`src/rtl/usbh_report_decoder_nes_gen_pkg.sv`:
```
// Shared constants and types for the HID-to-NES report decoder:
// NES bit positions, hat-switch codes, autofire modes and the decoded-state record.
package usbh_report_decoder_pkg;

    // Bit positions inside the 8-bit NES button state
    localparam int NES_R      = 7;
    localparam int NES_L      = 6;
    localparam int NES_D      = 5;
    localparam int NES_U      = 4;
    localparam int NES_START  = 3;
    localparam int NES_SELECT = 2;
    localparam int NES_B      = 1;
    localparam int NES_A      = 0;

    // Hat switch codes, clockwise from up; 8..15 mean "not pressed"
    localparam logic [3:0] HAT_U        = 4'd0;
    localparam logic [3:0] HAT_UR       = 4'd1;
    localparam logic [3:0] HAT_R        = 4'd2;
    localparam logic [3:0] HAT_DR       = 4'd3;
    localparam logic [3:0] HAT_D        = 4'd4;
    localparam logic [3:0] HAT_DL       = 4'd5;
    localparam logic [3:0] HAT_L        = 4'd6;
    localparam logic [3:0] HAT_UL       = 4'd7;
    localparam logic [3:0] HAT_NONE_MIN = 4'd8;
    localparam logic [3:0] HAT_NONE_MAX = 4'd15;

    // Autofire mode; bit 0 enables autofire on A, bit 1 on B
    typedef enum logic [1:0] {
        AF_OFF = 2'd0,
        AF_A   = 2'd1,
        AF_B   = 2'd2,
        AF_AB  = 2'd3
    } af_mode_t;

    // Decoded report contents held between valid strobes
    typedef struct packed {
        logic r;
        logic l;
        logic d;
        logic u;
        logic start;
        logic sel;
        logic b;
        logic a;
        logic turbo_a;
        logic turbo_b;
        logic mode;
    } dec_state_t;

    // Next mode in the OFF -> A -> B -> AB -> OFF cycle
    function automatic af_mode_t af_next(input af_mode_t cur);
        case (cur)
            AF_OFF:  return AF_A;
            AF_A:    return AF_B;
            AF_B:    return AF_AB;
            default: return AF_OFF;
        endcase
    endfunction

endpackage

```
`src/rtl/usbh_report_decoder_nes_gen_if.sv`:
```
// Report-in / NES-state-out bundle between the USB host core and the decoder.
interface usbh_report_decoder_nes_gen_if #(
    parameter int c_report_bits = 64
);
    logic [c_report_bits-1:0] i_report;
    logic                     i_report_valid;
    logic [7:0]               o_btn;
    logic [1:0]               o_af_mode;
    logic                     o_timeout;

    // Host side: supplies reports, observes the NES state
    modport master (
        output i_report,
        output i_report_valid,
        input  o_btn,
        input  o_af_mode,
        input  o_timeout
    );

    // Decoder side
    modport slave (
        input  i_report,
        input  i_report_valid,
        output o_btn,
        output o_af_mode,
        output o_timeout
    );
endinterface

```
`src/rtl/usbh_autofire_gen.sv`:
```
// Free-running autofire phase generator: the phase toggles every
// c_clk_hz/(2*c_autofire_hz) clock cycles, independent of report traffic.
module usbh_autofire_gen #(
    parameter int c_clk_hz      = 6000000,
    parameter int c_autofire_hz = 10
) (
    input  logic i_clk,
    input  logic i_rst,
    output logic o_phase
);
    localparam int HALF  = c_clk_hz / (2 * c_autofire_hz);
    localparam int DIV_W = (HALF > 1) ? $clog2(HALF) : 1;

    logic [DIV_W-1:0] div_reg;
    logic             phase_reg;

    // Divider counts one half period, then flips the phase
    always_ff @(posedge i_clk or posedge i_rst) begin
        if (i_rst) begin
            div_reg   <= '0;
            phase_reg <= 1'b0;
        end else if (div_reg == DIV_W'(HALF - 1)) begin
            div_reg   <= '0;
            phase_reg <= ~phase_reg;
        end else begin
            div_reg <= div_reg + 1'b1;
        end
    end

    assign o_phase = phase_reg;
endmodule

```
`src/rtl/usbh_report_decoder_nes_gen.sv`:
```
// Generic HID gamepad report -> NES button state decoder with configurable
// field positions, SOCD cleaning, selectable autofire and a report-loss watchdog.
module usbh_report_decoder_nes_gen
    import usbh_report_decoder_pkg::*;
#(
    parameter int c_clk_hz      = 6000000,
    parameter int c_autofire_hz = 10,
    parameter int c_timeout_ms  = 100,
    parameter int c_report_bits = 64,
    parameter int c_hat_lsb     = 60,
    parameter int c_lx_lsb      = 8,
    parameter int c_ly_lsb      = 16,
    parameter int c_rx_lsb      = 24,
    parameter int c_ry_lsb      = 32,
    parameter int c_axis_lo     = 64,
    parameter int c_axis_hi     = 191,
    parameter int c_a_bit       = 46,
    parameter int c_b_bit       = 48,
    parameter int c_sel_bit     = 54,
    parameter int c_start_bit   = 55,
    parameter int c_turbo_a_bit = 52,
    parameter int c_turbo_b_bit = 53,
    parameter int c_mode_bit    = 50,
    parameter int c_socd_clean  = 1
) (
    input  logic                         i_clk,
    input  logic                         i_rst,
    usbh_report_decoder_nes_gen_if.slave bus
);
    localparam logic [7:0] AXIS_LO = 8'(c_axis_lo);
    localparam logic [7:0] AXIS_HI = 8'(c_axis_hi);
    localparam int         WD_LIM  = c_clk_hz / 1000 * c_timeout_ms - 1;
    localparam int         WD_W    = (WD_LIM > 0) ? $clog2(WD_LIM + 1) : 1;

    dec_state_t       dec_reg;
    dec_state_t       dec_next;
    af_mode_t         af_mode_reg;
    logic [WD_W-1:0]  wd_cnt_reg;
    logic             timeout_reg;
    logic [7:0]       btn_reg;
    logic [7:0]       btn_next;
    logic             phase;
    logic             wd_expired;
    logic             mode_rise;

    logic [3:0] hat;
    logic [7:0] lx, ly, rx, ry;
    logic       hat_u, hat_d, hat_l, hat_r;
    logic       dir_u, dir_d, dir_l, dir_r;

    // Report bits outside the decoded fields are intentionally ignored
    logic unused_report_bits;
    assign unused_report_bits = ^bus.i_report[c_report_bits-1:0];

    usbh_autofire_gen #(
        .c_clk_hz      (c_clk_hz),
        .c_autofire_hz (c_autofire_hz)
    ) u_autofire (
        .i_clk   (i_clk),
        .i_rst   (i_rst),
        .o_phase (phase)
    );

    assign hat = bus.i_report[c_hat_lsb +: 4];
    assign lx  = bus.i_report[c_lx_lsb +: 8];
    assign ly  = bus.i_report[c_ly_lsb +: 8];
    assign rx  = bus.i_report[c_rx_lsb +: 8];
    assign ry  = bus.i_report[c_ry_lsb +: 8];

    // Hat code to direction bits; codes 8..15 leave all directions released
    always_comb begin
        hat_u = 1'b0;
        hat_d = 1'b0;
        hat_l = 1'b0;
        hat_r = 1'b0;
        case (hat)
            HAT_U:   hat_u = 1'b1;
            HAT_UR:  begin hat_u = 1'b1; hat_r = 1'b1; end
            HAT_R:   hat_r = 1'b1;
            HAT_DR:  begin hat_d = 1'b1; hat_r = 1'b1; end
            HAT_D:   hat_d = 1'b1;
            HAT_DL:  begin hat_d = 1'b1; hat_l = 1'b1; end
            HAT_L:   hat_l = 1'b1;
            HAT_UL:  begin hat_u = 1'b1; hat_l = 1'b1; end
            default: ;
        endcase
    end

    // Merge hat and both sticks, then apply SOCD cleaning and collect buttons
    always_comb begin
        dir_l = hat_l | (lx < AXIS_LO) | (rx < AXIS_LO);
        dir_r = hat_r | (lx > AXIS_HI) | (rx > AXIS_HI);
        dir_u = hat_u | (ly < AXIS_LO) | (ry < AXIS_LO);
        dir_d = hat_d | (ly > AXIS_HI) | (ry > AXIS_HI);
        if (c_socd_clean != 0) begin
            if (dir_l && dir_r) begin
                dir_l = 1'b0;
                dir_r = 1'b0;
            end
            if (dir_u && dir_d) begin
                dir_u = 1'b0;
                dir_d = 1'b0;
            end
        end
        dec_next         = '0;
        dec_next.r       = dir_r;
        dec_next.l       = dir_l;
        dec_next.d       = dir_d;
        dec_next.u       = dir_u;
        dec_next.start   = bus.i_report[c_start_bit];
        dec_next.sel     = bus.i_report[c_sel_bit];
        dec_next.b       = bus.i_report[c_b_bit];
        dec_next.a       = bus.i_report[c_a_bit];
        dec_next.turbo_a = bus.i_report[c_turbo_a_bit];
        dec_next.turbo_b = bus.i_report[c_turbo_b_bit];
        dec_next.mode    = bus.i_report[c_mode_bit];
    end

    // dec_reg.mode doubles as the previous mode-button sample, so clearing
    // stage 1 on timeout makes a held button count as a fresh press later
    assign wd_expired = (wd_cnt_reg == WD_W'(WD_LIM));
    assign mode_rise  = bus.i_report_valid && dec_next.mode && !dec_reg.mode;

    // Stage 1 and watchdog: a valid report always wins over expiry
    always_ff @(posedge i_clk or posedge i_rst) begin
        if (i_rst) begin
            dec_reg     <= '0;
            wd_cnt_reg  <= '0;
            timeout_reg <= 1'b0;
        end else if (bus.i_report_valid) begin
            dec_reg     <= dec_next;
            wd_cnt_reg  <= '0;
            timeout_reg <= 1'b0;
        end else if (wd_expired) begin
            dec_reg     <= '0;
            timeout_reg <= 1'b1;
        end else begin
            wd_cnt_reg <= wd_cnt_reg + 1'b1;
        end
    end

    // Autofire mode FSM: one step per mode-button press; survives timeouts
    always_ff @(posedge i_clk or posedge i_rst) begin
        if (i_rst) begin
            af_mode_reg <= AF_OFF;
        end else if (mode_rise) begin
            af_mode_reg <= af_next(af_mode_reg);
        end
    end

    // NES state from stage 1 combined with the autofire phase
    always_comb begin
        logic mode_a;
        logic mode_b;
        mode_a = (af_mode_reg == AF_A) || (af_mode_reg == AF_AB);
        mode_b = (af_mode_reg == AF_B) || (af_mode_reg == AF_AB);
        btn_next             = '0;
        btn_next[NES_R]      = dec_reg.r;
        btn_next[NES_L]      = dec_reg.l;
        btn_next[NES_D]      = dec_reg.d;
        btn_next[NES_U]      = dec_reg.u;
        btn_next[NES_START]  = dec_reg.start;
        btn_next[NES_SELECT] = dec_reg.sel;
        btn_next[NES_A]      = (dec_reg.a & ~mode_a & ~dec_reg.turbo_a)
                             | (((dec_reg.a & mode_a) | dec_reg.turbo_a) & phase);
        btn_next[NES_B]      = (dec_reg.b & ~mode_b & ~dec_reg.turbo_b)
                             | (((dec_reg.b & mode_b) | dec_reg.turbo_b) & phase);
    end

    // Stage 2 output register, updated every cycle
    always_ff @(posedge i_clk or posedge i_rst) begin
        if (i_rst) begin
            btn_reg <= '0;
        end else begin
            btn_reg <= btn_next;
        end
    end

    assign bus.o_btn     = btn_reg;
    assign bus.o_af_mode = af_mode_reg;
    assign bus.o_timeout = timeout_reg;
endmodule

```
`src/flat_wrapper.sv`:
```
// flat-port wrapper written by rule: the top's interface ports become plain ports
module usbh_report_decoder_nes_gen_flat import usbh_report_decoder_pkg::*;
#(
    parameter int c_clk_hz      = 6000000,
    parameter int c_autofire_hz = 10,
    parameter int c_timeout_ms  = 100,
    parameter int c_report_bits = 64,
    parameter int c_hat_lsb     = 60,
    parameter int c_lx_lsb      = 8,
    parameter int c_ly_lsb      = 16,
    parameter int c_rx_lsb      = 24,
    parameter int c_ry_lsb      = 32,
    parameter int c_axis_lo     = 64,
    parameter int c_axis_hi     = 191,
    parameter int c_a_bit       = 46,
    parameter int c_b_bit       = 48,
    parameter int c_sel_bit     = 54,
    parameter int c_start_bit   = 55,
    parameter int c_turbo_a_bit = 52,
    parameter int c_turbo_b_bit = 53,
    parameter int c_mode_bit    = 50,
    parameter int c_socd_clean  = 1
)
  (i_clk, i_rst, bus_i_report, bus_i_report_valid, bus_o_btn, bus_o_af_mode, bus_o_timeout);
  usbh_report_decoder_nes_gen_if #(.c_report_bits(c_report_bits)) bus_i ();
  input  logic i_clk;
  input  logic i_rst;
  input wire logic [$bits(bus_i.i_report)-1:0] bus_i_report;
  input wire logic [$bits(bus_i.i_report_valid)-1:0] bus_i_report_valid;
  output wire logic [$bits(bus_i.o_btn)-1:0] bus_o_btn;
  output wire logic [$bits(bus_i.o_af_mode)-1:0] bus_o_af_mode;
  output wire logic [$bits(bus_i.o_timeout)-1:0] bus_o_timeout;
  assign bus_i.i_report = bus_i_report;
  assign bus_i.i_report_valid = bus_i_report_valid;
  assign bus_o_btn = bus_i.o_btn;
  assign bus_o_af_mode = bus_i.o_af_mode;
  assign bus_o_timeout = bus_i.o_timeout;
  usbh_report_decoder_nes_gen #(.c_clk_hz(c_clk_hz), .c_autofire_hz(c_autofire_hz), .c_timeout_ms(c_timeout_ms), .c_report_bits(c_report_bits), .c_hat_lsb(c_hat_lsb), .c_lx_lsb(c_lx_lsb), .c_ly_lsb(c_ly_lsb), .c_rx_lsb(c_rx_lsb), .c_ry_lsb(c_ry_lsb), .c_axis_lo(c_axis_lo), .c_axis_hi(c_axis_hi), .c_a_bit(c_a_bit), .c_b_bit(c_b_bit), .c_sel_bit(c_sel_bit), .c_start_bit(c_start_bit), .c_turbo_a_bit(c_turbo_a_bit), .c_turbo_b_bit(c_turbo_b_bit), .c_mode_bit(c_mode_bit), .c_socd_clean(c_socd_clean)) u_core (.i_clk(i_clk), .i_rst(i_rst), .bus(bus_i));
endmodule
```
`config.mk`:
```
export PLATFORM = sky130hd
export DESIGN_NAME = usbh_report_decoder_nes_gen_flat
export DESIGN_NICKNAME = d
export VERILOG_FILES = /design/src/rtl/usbh_report_decoder_nes_gen_pkg.sv /design/src/rtl/usbh_report_decoder_nes_gen_if.sv /design/src/rtl/usbh_autofire_gen.sv /design/src/rtl/usbh_report_decoder_nes_gen.sv /design/src/flat_wrapper.sv
export SDC_FILE = /design/constraint.sdc
export NUM_CORES = 1
export LEC_CHECK = 0
export ABC_CLOCK_PERIOD_IN_PS = 4100
export BUFFER_PORTS_ARGS = -buffer_cell sky130_fd_sc_hd__clkbuf_2
export CORE_AREA = 3 3 115 95
export DETAILED_ROUTE_END_ITERATION = 10
export DIE_AREA = 0 0 118 98
export GPL_ROUTABILITY_DRIVEN = 1
export MAX_ROUTING_LAYER = met4
export PLACE_DENSITY = 0.51
export SYNTH_ARGS = -nofsm -noshare
export SYNTH_HDL_FRONTEND = slang
export SYNTH_SLANG_ARGS = --single-unit
```
`constraint.sdc`:
```
create_clock -name i_clk -period 4.1 [get_ports i_clk]
set_clock_uncertainty 0.2 [all_clocks]
set_input_delay 0.82 -clock i_clk [delete_from_list [all_inputs] [get_ports i_clk]]
set_output_delay 0.82 -clock i_clk [all_outputs]
set_load 0.05 [all_outputs]
```
# Word level (Yosys, flattened, before mapping)
# Index checks and enable logic that the tools add are counted.
[totals]
mem_count = 0
ff_bits = 62
mem_bits_ro = 0
elab_cells = 95
in_bits = 67
output_inout_bits = 11
mem_bits_rw = 0
latch_bits = 0
[op_classes]
multipliers = 0
mux = 16
n_addsub = 2
n_div = 0
magnitude_cmp = 8
shifts = 0
n_reduce_logical = 14
n_bitwise = 25
eq_ne = 13
[ops]
columns = ["operator", "count"]
rows = [
  ["$mux 20", 2],
  ["$gt 8x8->1 const B", 4],
  ["$lt 8x7->1 const B", 4],
  ["$mux 11", 2],
  ["$add 20x1->20 const B", 1],
  ["$eq 20x20->1 const B", 1],
  ["$add 19x1->19 const B", 1],
  ["$eq 19x19->1 const B", 1],
  ["$mux 19", 1],
  ["$eq 4x3->1 const B", 4],
  ["$or 1x1->1", 12],
  ["$reduce_or 3->1", 4],
  ["$mux 1", 10],
  ["$and 1x1->1", 8],
  ["$eq 4x2->1 const B", 2],
  ["$pmux 2 s3", 1],
  ["$not 1->1", 5],
  ["$eq 2x2->1 const B", 2],
  ["$eq 4x1->1 const B", 1],
  ["$logic_and 1x1->1", 4],
  ["$logic_not 4->1", 1],
  ["$eq 2x1->1 const B", 1],
  ["$logic_not 2->1", 1],
  ["$logic_or 1x1->1", 2],
  ["other kinds (3)", 3],
]

# Logic depth before layout (Yosys ltp)
# Gate-level depths: netlist of run 1.
[depth]
depth_word = 8
mapped_depth = 6
depth_no_buf = 6

# By module
# Synthesis of run 1 repeated with hierarchy kept, for this count alone.
[hier_totals]
hier_cells = 284
area_unflattened_um2 = 3019.1
[modules_own_cells]
columns = ["mod", "cells_each", "instances", "seq_area_each_um2", "area_per_inst_um2"]
rows = [
  ["usbh_report_decoder_nes_gen", 193, 1, 1051.0, 2039.5],
  ["usbh_autofire_gen", 91, 1, 500.5, 979.7],
]

# Worst setup path before layout of run 1
# Ideal clock, no wire load.
[synth_path]
path_type = "register to register"
startpoint = "reg u_core.wd_cnt_reg[17]"
endpoint = "reg u_core.wd_cnt_reg[0]"
slack_ns = 1.955
setup_time_ns = 0.127
arrival_ns = 1.818
n_path_buf = 1
required_time_ns = 3.773
period_less_slack_ns = 2.145
stages_incl_launch_ff = 6
cell_sequence = "dfrtp_1 or4bb_1 nor4_4 and2b_1 buf_6 mux2_1"
[synth_via]
elab_chain_cells = 2
[synth_lines]
columns = ["item", "line_no", "source"]
rows = [
  ["start, declared", "usbh_report_decoder_nes_gen.sv:38", "logic [WD_W-1:0] wd_cnt_reg;"],
  ["start signal, assigned", "usbh_report_decoder_nes_gen.sv:138", "wd_cnt_reg <= wd_cnt_reg + 1'b1;"],
  ["$eq 20x20->1", "usbh_report_decoder_nes_gen.sv:121", "assign wd_expired = (wd_cnt_reg == WD_W'(WD_LIM));"],
  ["$ne 2x2->1 (no line)", "--", ""],
]
# Every way passes these cells.
# A chain may end at the register's enable or synchronous reset.

# Worst setup path in the final report of run 1
# Ends and elaborated chain as after synthesis.

==> results of run 1 <==
## synth_stat cells, drive strengths merged, types with 6 or more instances
library cell,number
nand4,11
dfrtp,62
nand3,11
nor4,6
nor2,32
a21oi,7
xor2,14
nand2,34
clkbuf,7
nor3,7
o21ai,14
inv,7
ha,7
xnor2,11
## routing by layer
| layer | track usage, % | vias up | routed length (um) |
|---|---|---|---|
| met2 | 16.3 | 28 | 2390 |
| met1 | 16.1 | 1072 | 3230 |
| met5 | - | - | 0 |
| met4 | 3.51 | 0 | 92 |
| li1 | - | 1084 | - |
| met3 | 4.34 | 12 | 197 |
## power by group
group / switching (mW) / internal (mW) / total [mW]
clock: 0.255 / 0.480 / 0.736
sequential: 0.0267 / 0.648 / 0.675
combinational: 0.155 / 0.0622 / 0.217
## logic make-up after synthesis
| family | after synthesis |
|---|---|
| buffers and inverters | 15 |
| AND/OR/NAND/NOR | 126 |
| AO/OA/AOI/OAI | 43 |
| adder cells (fa/ha/maj) | 7 |
| XOR/XNOR | 25 |
| flip-flops | 62 |
| multiplexers | 5 |
## worst register-to-register path: stages, from the launching register on
cell and delay (ps):
dfrtp_1 400, or4bb_1 570, nor4_4 400, and2b_1 420
mux2_1 360
## worst paths after layout
| check | from | end | slack [ps] | cells after the start |
|---|---|---|---|---|
| setup / recovery | u_core.wd_cnt_reg[17] | u_core.wd_cnt_reg[0] | 1630 | 4 |
| hold / removal | u_core.btn_next[2] | u_core.bus.o_btn[2] | 170 | 0 |
| setup reg to reg | u_core.wd_cnt_reg[17] | u_core.wd_cnt_reg[0] | 1630 | 4 |
| hold reg to reg | u_core.btn_next[2] | u_core.bus.o_btn[2] | 170 | 0 |
| max in group asynchronous | i_rst | u_core.dec_reg[1] | 2450 | 3 |
| min in group asynchronous | i_rst | u_core.u_autofire.div_reg[11] | 510 | 2 |
## cell type report
class / count / area share [%]
flip-flops and latches: 62 / 44.1
multi-input cells: 206 / 36.9
clock buffers: 11 / 6.90
repair buffers: 35 / 5.19
well taps: 136 / 4.84
clock inverters: 4 / 1.35
inverters: 7 / 0.747
## metrics by stage
step	cell area (sq um)	utilization (%)	setup slack, ps
3_3_place_gp	3230	33.2	1640
2_1_floorplan	2910	-	1540
6_report	3520	36.2	1630
4_1_cts	3520	36.2	1610
3_5_place_dp	3230	33.2	1620
5_1_grt	3520	36.2	1490
==> metrics.cfg, run 1 <==
[sta]
slew_violations=0
max-slew-margin-rel_pct=30.4
holdWs_ps=174
finalCritPeriodShare_pct=60.2
tightest_slew_ps=1040
grt_setup_unrepaired=false
setup_viol=0
hold_violations=0
tns_ps=0
clock.fmax_ghz=0.405
fin_crit_ps=2470

[worst_setup_path]
critPathTopFamily=simple AND/OR/NAND/NOR gates
cpPeakStageDelay_ps=570
crit_arrival_ps=2470
cp-start-kind=flop
cp-end-kind=flop
cp_data_required_time_ps=4100
cp_cell_sequence=or4bb_1, nor4_4, and2b_1, mux2_1
crit_buf_inv=0
crit_slowest_cell=or4bb_1
critPathMaxFanout=10
crit_type=flop to flop

[cts]
clkTransAtPathRegs_ps=50
post_cts_buffers=0
cts_hold_buf=0
cts.htree.levels=3
cts_buffers=9
cts_tree=built
root_buffer=clkbuf_16
clock_latency_ps=330
ctsResizeCount=0
cts_sinks=62
cts.path.max_buffers=2

[yosys]
yosys_warnings=0
muxShareOfSynthArea_pct=1.85
ys_seq_elements=62
synth_seq_area_share_pct=53.2
synth.distinct_cells=43
synth_top_cell_area_share_pct=53.2
synthFlopType=dfrtp_1
synth_area_leaders=dfrtp_1, nand2_1, xor2_1
synth_area_sq_um=2910
synth_top_family_by_area=simple AND/OR/NAND/NOR gates
syn_avg_cell_area_sq_um=10.3
yosys.area_share.xor_xnor_pct=7.51
synth-compound-area-share_pct=9.62
synthAdderAreaFrac_pct=3.01
yosys.area.top_type=dfrtp_1
synth.net_count=357
synthSimpleGateAreaFrac_pct=22.5
async_flop_share_pct=100
synth_enable_flop_cells=0
syn_inst=283

[global_routing]
grt_pass1_vias=2162
antenna_found_initial=0
grt_max_degree=49
grt-ovfl-total=0
grt.total_usage_pct=11.8
grt_pass1_wl_um=10700

[route]
drt.antenna.violating_nets=0
drc_errors=0
drt_iter0_drc=133
vias=2196
avgViaCountPerCell=4.76
wl_per_cell_um=12.8
first_pass_iters=4
wirelength_um=5910

[placement]
place_congestion=0.776
port_buffers=32
dp_cells=446
dpl.hpwl_um=4100

[die]
die_h_um=98
die_area_sq_um=11600
rows=32
initial_core_util_pct=30.0
fp.dieW_um=118
core_sq_um=9730
ios=78

[layout]
n_antenna_cell=0
final_common_cell=dfrtp_1
final_cell_mix=dfrtp_1, nand2_1, nor2_1, clkbuf_2
largest_reg_flops=20
fin_cells=461
nets=395
final.fill_count=976
seq_area_sq_um=1550
syn2layout_area_growth_pct=20.7
multi_input_area_sq_um=1300
drive_gt1_share_pct=17.5

[min_path]
hold_path_class=flop to flop

[power]
leakage_nw=1.62
finalPower_mw=1.63
ir_drop_v=0.000162
power.density_nw_per_um2=463

[run]
drv_cap=0

[status]
outcome=finished, final reports clean

Power figures use the tool's default switching activity.
==> inputs of run 2 (changes only) <==
--- a/config.mk
+++ b/config.mk
@@ -5,7 +5,7 @@
 export SDC_FILE = /design/constraint.sdc
 export NUM_CORES = 1
 export LEC_CHECK = 0
-export ABC_CLOCK_PERIOD_IN_PS = 4100
+export ABC_CLOCK_PERIOD_IN_PS = 2300
 export BUFFER_PORTS_ARGS = -buffer_cell sky130_fd_sc_hd__clkbuf_2
 export CORE_AREA = 3 3 115 95
 export DETAILED_ROUTE_END_ITERATION = 10
==> constraint.sdc (replaced) <==
create_clock -name i_clk -period 2.3 [get_ports i_clk]
set_clock_uncertainty 0.2 [all_clocks]
set_input_delay 0.46 -clock i_clk [delete_from_list [all_inputs] [get_ports i_clk]]
set_output_delay 0.46 -clock i_clk [all_outputs]
set_load 0.05 [all_outputs]
==> metrics.cfg, run 2 (synthesis results as in run 1) <==
[route]
wirelength_um=5940  ; was 5910 um
first_pass_iters=4  ; unchanged
vias=2203  ; was 2196
drc_errors=0  ; unchanged
avgViaCountPerCell=4.68  ; was 4.76
drt_iter0_drc=145  ; was 133
drt.antenna.violating_nets=0  ; unchanged
wl_per_cell_um=12.6  ; was 12.8 um

[layout]
final_util_pct=37.0  ; was 36.2%
drive_gt1_share_pct=20.3  ; was 17.5%
syn2layout_area_growth_pct=23.6  ; was 20.7%
nets=404  ; was 395
final_cell_mix=dfrtp_1, nand2_1, nor2_1, clkbuf_2  ; unchanged
largest_reg_flops=20  ; unchanged
n_antenna_cell=0  ; unchanged
final_common_cell=dfrtp_1  ; unchanged

[worst_setup_path]
cp-end-kind=flop  ; unchanged
reg2reg_depth=4  ; unchanged
crit_slowest_cell=or4b_4  ; was or4bb_1
crit_type=flop to flop  ; unchanged
cp_data_required_time_ps=2310  ; was 4100 ps
cp-start-kind=flop  ; unchanged
critPathMaxFanout=4  ; was 10
cpPeakStageDelay_ps=550  ; was 570 ps
cp_cell_sequence=or4b_4, nor4_4, and2b_2, mux2_1  ; was or4bb_1, nor4_4, and2b_1, mux2_1
crit_arrival_ps=2220  ; was 2470 ps

[sta]
fin_crit_ps=2210  ; was 2470 ps
finalCritPeriodShare_pct=96.1  ; was 60.2%
hold_violations=0  ; unchanged
slew_violations=0  ; unchanged
grt_setup_unrepaired=false  ; unchanged
setup_ws_ps=90.7  ; was 1630 ps
holdWs_ps=141  ; was 174 ps
tightest_slew_ps=541  ; was 1040 ps
setup_viol=0  ; unchanged
max-slew-margin-rel_pct=63.9  ; was 30.4%
clock.fmax_ghz=0.453  ; was 0.405 GHz
tns_ps=0  ; unchanged

[global_routing]
grt.total_usage_pct=11.6  ; was 11.8%
grt_pass1_wl_um=10500  ; was 10700 um
antenna_found_initial=0  ; unchanged
grt_max_degree=63  ; was 49
grt-ovfl-total=0  ; unchanged
grt_pass1_vias=2170  ; was 2162

[die]
core_sq_um=9730  ; unchanged
rows=32  ; unchanged
initial_core_util_pct=30.0  ; unchanged
ios=78  ; unchanged
die_area_sq_um=11600  ; unchanged
die_h_um=98  ; unchanged
fp.dieW_um=118  ; unchanged

[min_path]
min_path_cells=3  ; was 0
hold_path_class=input port to flop  ; was flop to flop

[power]
ir_drop_v=0.000342  ; was 0.000162 V
finalPower_mw=2.87  ; was 1.63 mW
power.density_nw_per_um2=795  ; was 463 nW/um^2
leakage_nw=1.66  ; was 1.62 nW

[cts]
root_buffer=clkbuf_16  ; unchanged
cts_tree=built  ; unchanged
cts.htree.levels=3  ; unchanged
cts.path.max_buffers=2  ; unchanged
post_cts_buffers=0  ; unchanged
clkTransAtPathRegs_ps=60  ; was 50 ps
cts_buffers=9  ; unchanged
cts_sinks=62  ; unchanged
clock_latency_ps=330  ; about the same

[placement]
port_buffers=32  ; unchanged
place_worst_setup_slack_ps=127  ; was 1620 ps
place_congestion=0.763  ; was 0.776
dpl.hpwl_um=4080  ; was 4100 um

[status]
outcome=finished, final reports clean  ; unchanged

[run]
drv_cap=0  ; unchanged

-- run 2: routing by layer --
layer	track usage [%]	vias to the layer above	routed length [um]
met5	-	-	0
met4	3.69	0	60
met3	4.86	7	260
met2	15.9	38	2500
met1	15.4	1058	3120
li1	-	1100	-
-- run 2: through the flow --
stage / cell area (sq um) / std cells
after floorplan: 2910 / 283
after global placement: 3300 / 454
after detailed placement: 3300 / 454
after CTS: 3600 / 471
after global routing: 3600 / 471
final: 3600 / 471
-- run 2: worst max-delay path: cells and delay by family (launching register included) --
kind	cells	cell delay [ps]
AND/OR/NAND/NOR	3	1140
flip-flops	1	420
multiplexers	1	330
-- run 2: final timing paths --
check	from	to	slack (ps)
max	u_core.wd_cnt_reg[14]	u_core.wd_cnt_reg[0]	90
min	bus_i_report[54]	u_core.btn_next[2]	140
max reg2reg	u_core.wd_cnt_reg[14]	u_core.wd_cnt_reg[0]	90
min reg2reg	u_core.btn_next[4]	u_core.bus.o_btn[4]	170
max in group asynchronous	i_rst	u_core.u_autofire.div_reg[4]	1100
min in group asynchronous	i_rst	u_core.wd_cnt_reg[12]	530
-- run 2: what timing repair did --
action / 4_1_cts / 5_1_grt
endpoints found under the hold margin: 61 / 0
endpoints found under the setup margin: 0 / 1
hold buffers: 1 / 0
resized for setup: 0 / 2
-- run 2: area by class of cell --
cell class              instances  area [sq um]
fillers                       975          6130
well taps                     136           170
multi-input cells             206          1300
inverters                       7          26.3
clock buffers                  11           253
flip-flops and latches         62          1550
clock inverters                 5          33.8
repair buffers                 44           269
-- run 2: power by group --
part / internal (mW) / total, mW / switching (mW)
combinational: 0.115 / 0.396 / 0.281
clock: 0.784 / 1.27 / 0.485
sequential: 1.15 / 1.20 / 0.0456
==> inputs of run 3 (changes only) <==
--- a/config.mk
+++ b/config.mk
@@ -5,14 +5,14 @@
 export SDC_FILE = /design/constraint.sdc
 export NUM_CORES = 1
 export LEC_CHECK = 0
-export ABC_CLOCK_PERIOD_IN_PS = 2300
+export ABC_CLOCK_PERIOD_IN_PS = 1800
 export BUFFER_PORTS_ARGS = -buffer_cell sky130_fd_sc_hd__clkbuf_2
-export CORE_AREA = 3 3 115 95
+export CORE_AREA = 2 2 114 94
 export DETAILED_ROUTE_END_ITERATION = 10
-export DIE_AREA = 0 0 118 98
+export DIE_AREA = 0 0 116 96
 export GPL_ROUTABILITY_DRIVEN = 1
 export MAX_ROUTING_LAYER = met4
-export PLACE_DENSITY = 0.51
+export PLACE_DENSITY = 0.53
 export SYNTH_ARGS = -nofsm -noshare
 export SYNTH_HDL_FRONTEND = slang
 export SYNTH_SLANG_ARGS = --single-unit
==> constraint.sdc (replaced) <==
create_clock -name i_clk -period 1.8 [get_ports i_clk]
set_clock_uncertainty 0.2 [all_clocks]
set_input_delay 0.36 -clock i_clk [delete_from_list [all_inputs] [get_ports i_clk]]
set_output_delay 0.36 -clock i_clk [all_outputs]
set_load 0.05 [all_outputs]
==> metrics.cfg, run 3 (synthesis results as in run 1) <==
[die]
core_sq_um=9990  ; was 9730 sq um
initial_core_util_pct=29.2  ; was 30.0%
rows=33  ; was 32
fp.dieW_um=116  ; was 118 um
die_h_um=96  ; was 98 um
die_area_sq_um=11100  ; was 11600 sq um
ios=78  ; unchanged

[route]
drt_iter0_drc=212  ; was 145
wl_per_cell_um=12.4  ; was 12.6 um
avgViaCountPerCell=4.57  ; was 4.68
drc_errors=0  ; unchanged
vias=2340  ; was 2203
drt.antenna.violating_nets=0  ; unchanged
wirelength_um=6350  ; was 5940 um
first_pass_iters=4  ; unchanged

[layout]
largest_reg_flops=20  ; unchanged
drive_gt1_share_pct=33.3  ; was 20.3%
fin_cells=512  ; was 471
final_util_pct=40.7  ; was 37.0%
final_cell_mix=dfrtp_1, buf_4, nand2_1, nor2_1, clkbuf_2  ; was dfrtp_1, nand2_1, nor2_1, clkbuf_2
nets=441  ; was 404
n_antenna_cell=0  ; unchanged
final.fill_count=982  ; was 975
syn2layout_area_growth_pct=39.6  ; was 23.6%
final_common_cell=dfrtp_1  ; unchanged

[min_path]
hold_path_class=input port to flop  ; unchanged
min_path_cells=3  ; unchanged

[sta]
setup_viol=21  ; was 0
holdWs_ps=51.1  ; was 141 ps
finalCritPeriodShare_pct=119  ; was 96.1%
slew_violations=0  ; unchanged
max-slew-margin-rel_pct=69.4  ; was 63.9%
grt_setup_unrepaired=true  ; was false
setup_ws_ps=-349  ; was 90.7 ps
hold_violations=0  ; unchanged
clock.fmax_ghz=0.465  ; was 0.453 GHz
fin_crit_ps=2150  ; was 2210 ps
tightest_slew_ps=454  ; was 541 ps

[worst_setup_path]
crit_arrival_ps=2160  ; was 2220 ps
cp-end-kind=flop  ; unchanged
critPathMaxFanout=3  ; was 4
crit_type=flop to flop  ; unchanged
reg2reg_depth=4  ; unchanged
cp-start-kind=flop  ; unchanged
cp_data_required_time_ps=1810  ; was 2310 ps

[status]
violations=negative setup slack
outcome=finished with violations  ; was finished, final reports clean

[power]
power.density_nw_per_um2=955  ; was 795 nW/um^2
ir_drop_v=0.000364  ; was 0.000342 V
leakage_nw=1.91  ; was 1.66 nW
finalPower_mw=3.89  ; was 2.87 mW

[placement]
dpl.hpwl_um=4330  ; was 4080 um
port_buffers=32  ; unchanged
dp_cells=483  ; was 454
place_congestion=0.787  ; was 0.763

[cts]
cts_sinks=62  ; unchanged
cts.path.max_buffers=2  ; unchanged
cts.htree.levels=3  ; unchanged
clkTransAtPathRegs_ps=50  ; was 60 ps
root_buffer=clkbuf_16  ; unchanged
cts_tree=built  ; unchanged
cts_buffers=9  ; unchanged
clock_latency_ps=330  ; about the same

[global_routing]
grt_max_degree=63  ; unchanged
grt_pass1_wl_um=10200  ; was 10500 um
grt.total_usage_pct=12.3  ; was 11.6%
antenna_found_initial=0  ; unchanged
grt_pass1_vias=2079  ; was 2170
grt-ovfl-total=0  ; unchanged

[run]
drv_cap=0  ; unchanged

## run 3: cell types whose count changed in the layout (fill, tap and decap cells not counted), sizes merged
cell	delta
buf	+37
bufinv	+2
clkbuf	-1
inv	-1
## run 3: power by group
part / internal, mW / switching, mW
Sequential: 1.48 / 0.0583
Clock: 1.21 / 0.614
Combinational: 0.162 / 0.369
## run 3: critical path: stages (launching register included)
cell     delay, ps
dfrtp_1        380
or4bb_4        560
nor4_4         360
and2b_2        240
mux2_4         300
## run 3: what timing repair did
action,CTS,global route
resized for setup,8,24
cloned,1,0
hold buffers,1,0
endpoints found under the setup margin,21,28
hold endpoints to repair,62,0
setup buffers,2,9
pin swaps,7,10
## run 3: metal layers
layer	routed length, um	global-route usage, %	vias up
li1	-	-	1171
met1	3380	17.4	1134
met2	2700	16.8	28
met3	199	3.97	7
met4	74	3.57	0
met5	0	-	-
## run 3: final cells by class
type,instances,area [sq um],share of cell area [%]
repair buffers,81,554,13.6
multi-input cells,206,1440,35.5
inverters,7,30.0,0.738
clock inverters,6,86.3,2.12
clock buffers,10,229,5.63
flip-flops and latches,62,1550,38.1
well taps,140,175,4.31
## run 3: worst paths after layout
check / startpoint / to / slack, ps
min in group asynchronous: i_rst / u_core.u_autofire.div_reg[17] / 460
min: bus_i_report[53] / u_core.dec_reg[1] / 50
max in group asynchronous: i_rst / u_core.u_autofire.div_reg[7] / 640
max reg2reg: u_core.wd_cnt_reg[18] / u_core.wd_cnt_reg[0] / -350
max: u_core.wd_cnt_reg[18] / u_core.wd_cnt_reg[0] / -350
min reg2reg: u_core.btn_next[2] / u_core.bus.o_btn[2] / 170
## run 3: through the flow
step | instance area (sq um) | TNS, ps | setup slack, ps
floorplan | 2930 | -2100 | -344
global placement | 3510 | -5430 | -350
detailed placement | 3510 | -5710 | -364
CTS | 3880 | -4990 | -346
global route | 4070 | -7700 | -452
finish | 4070 | -5380 | -349
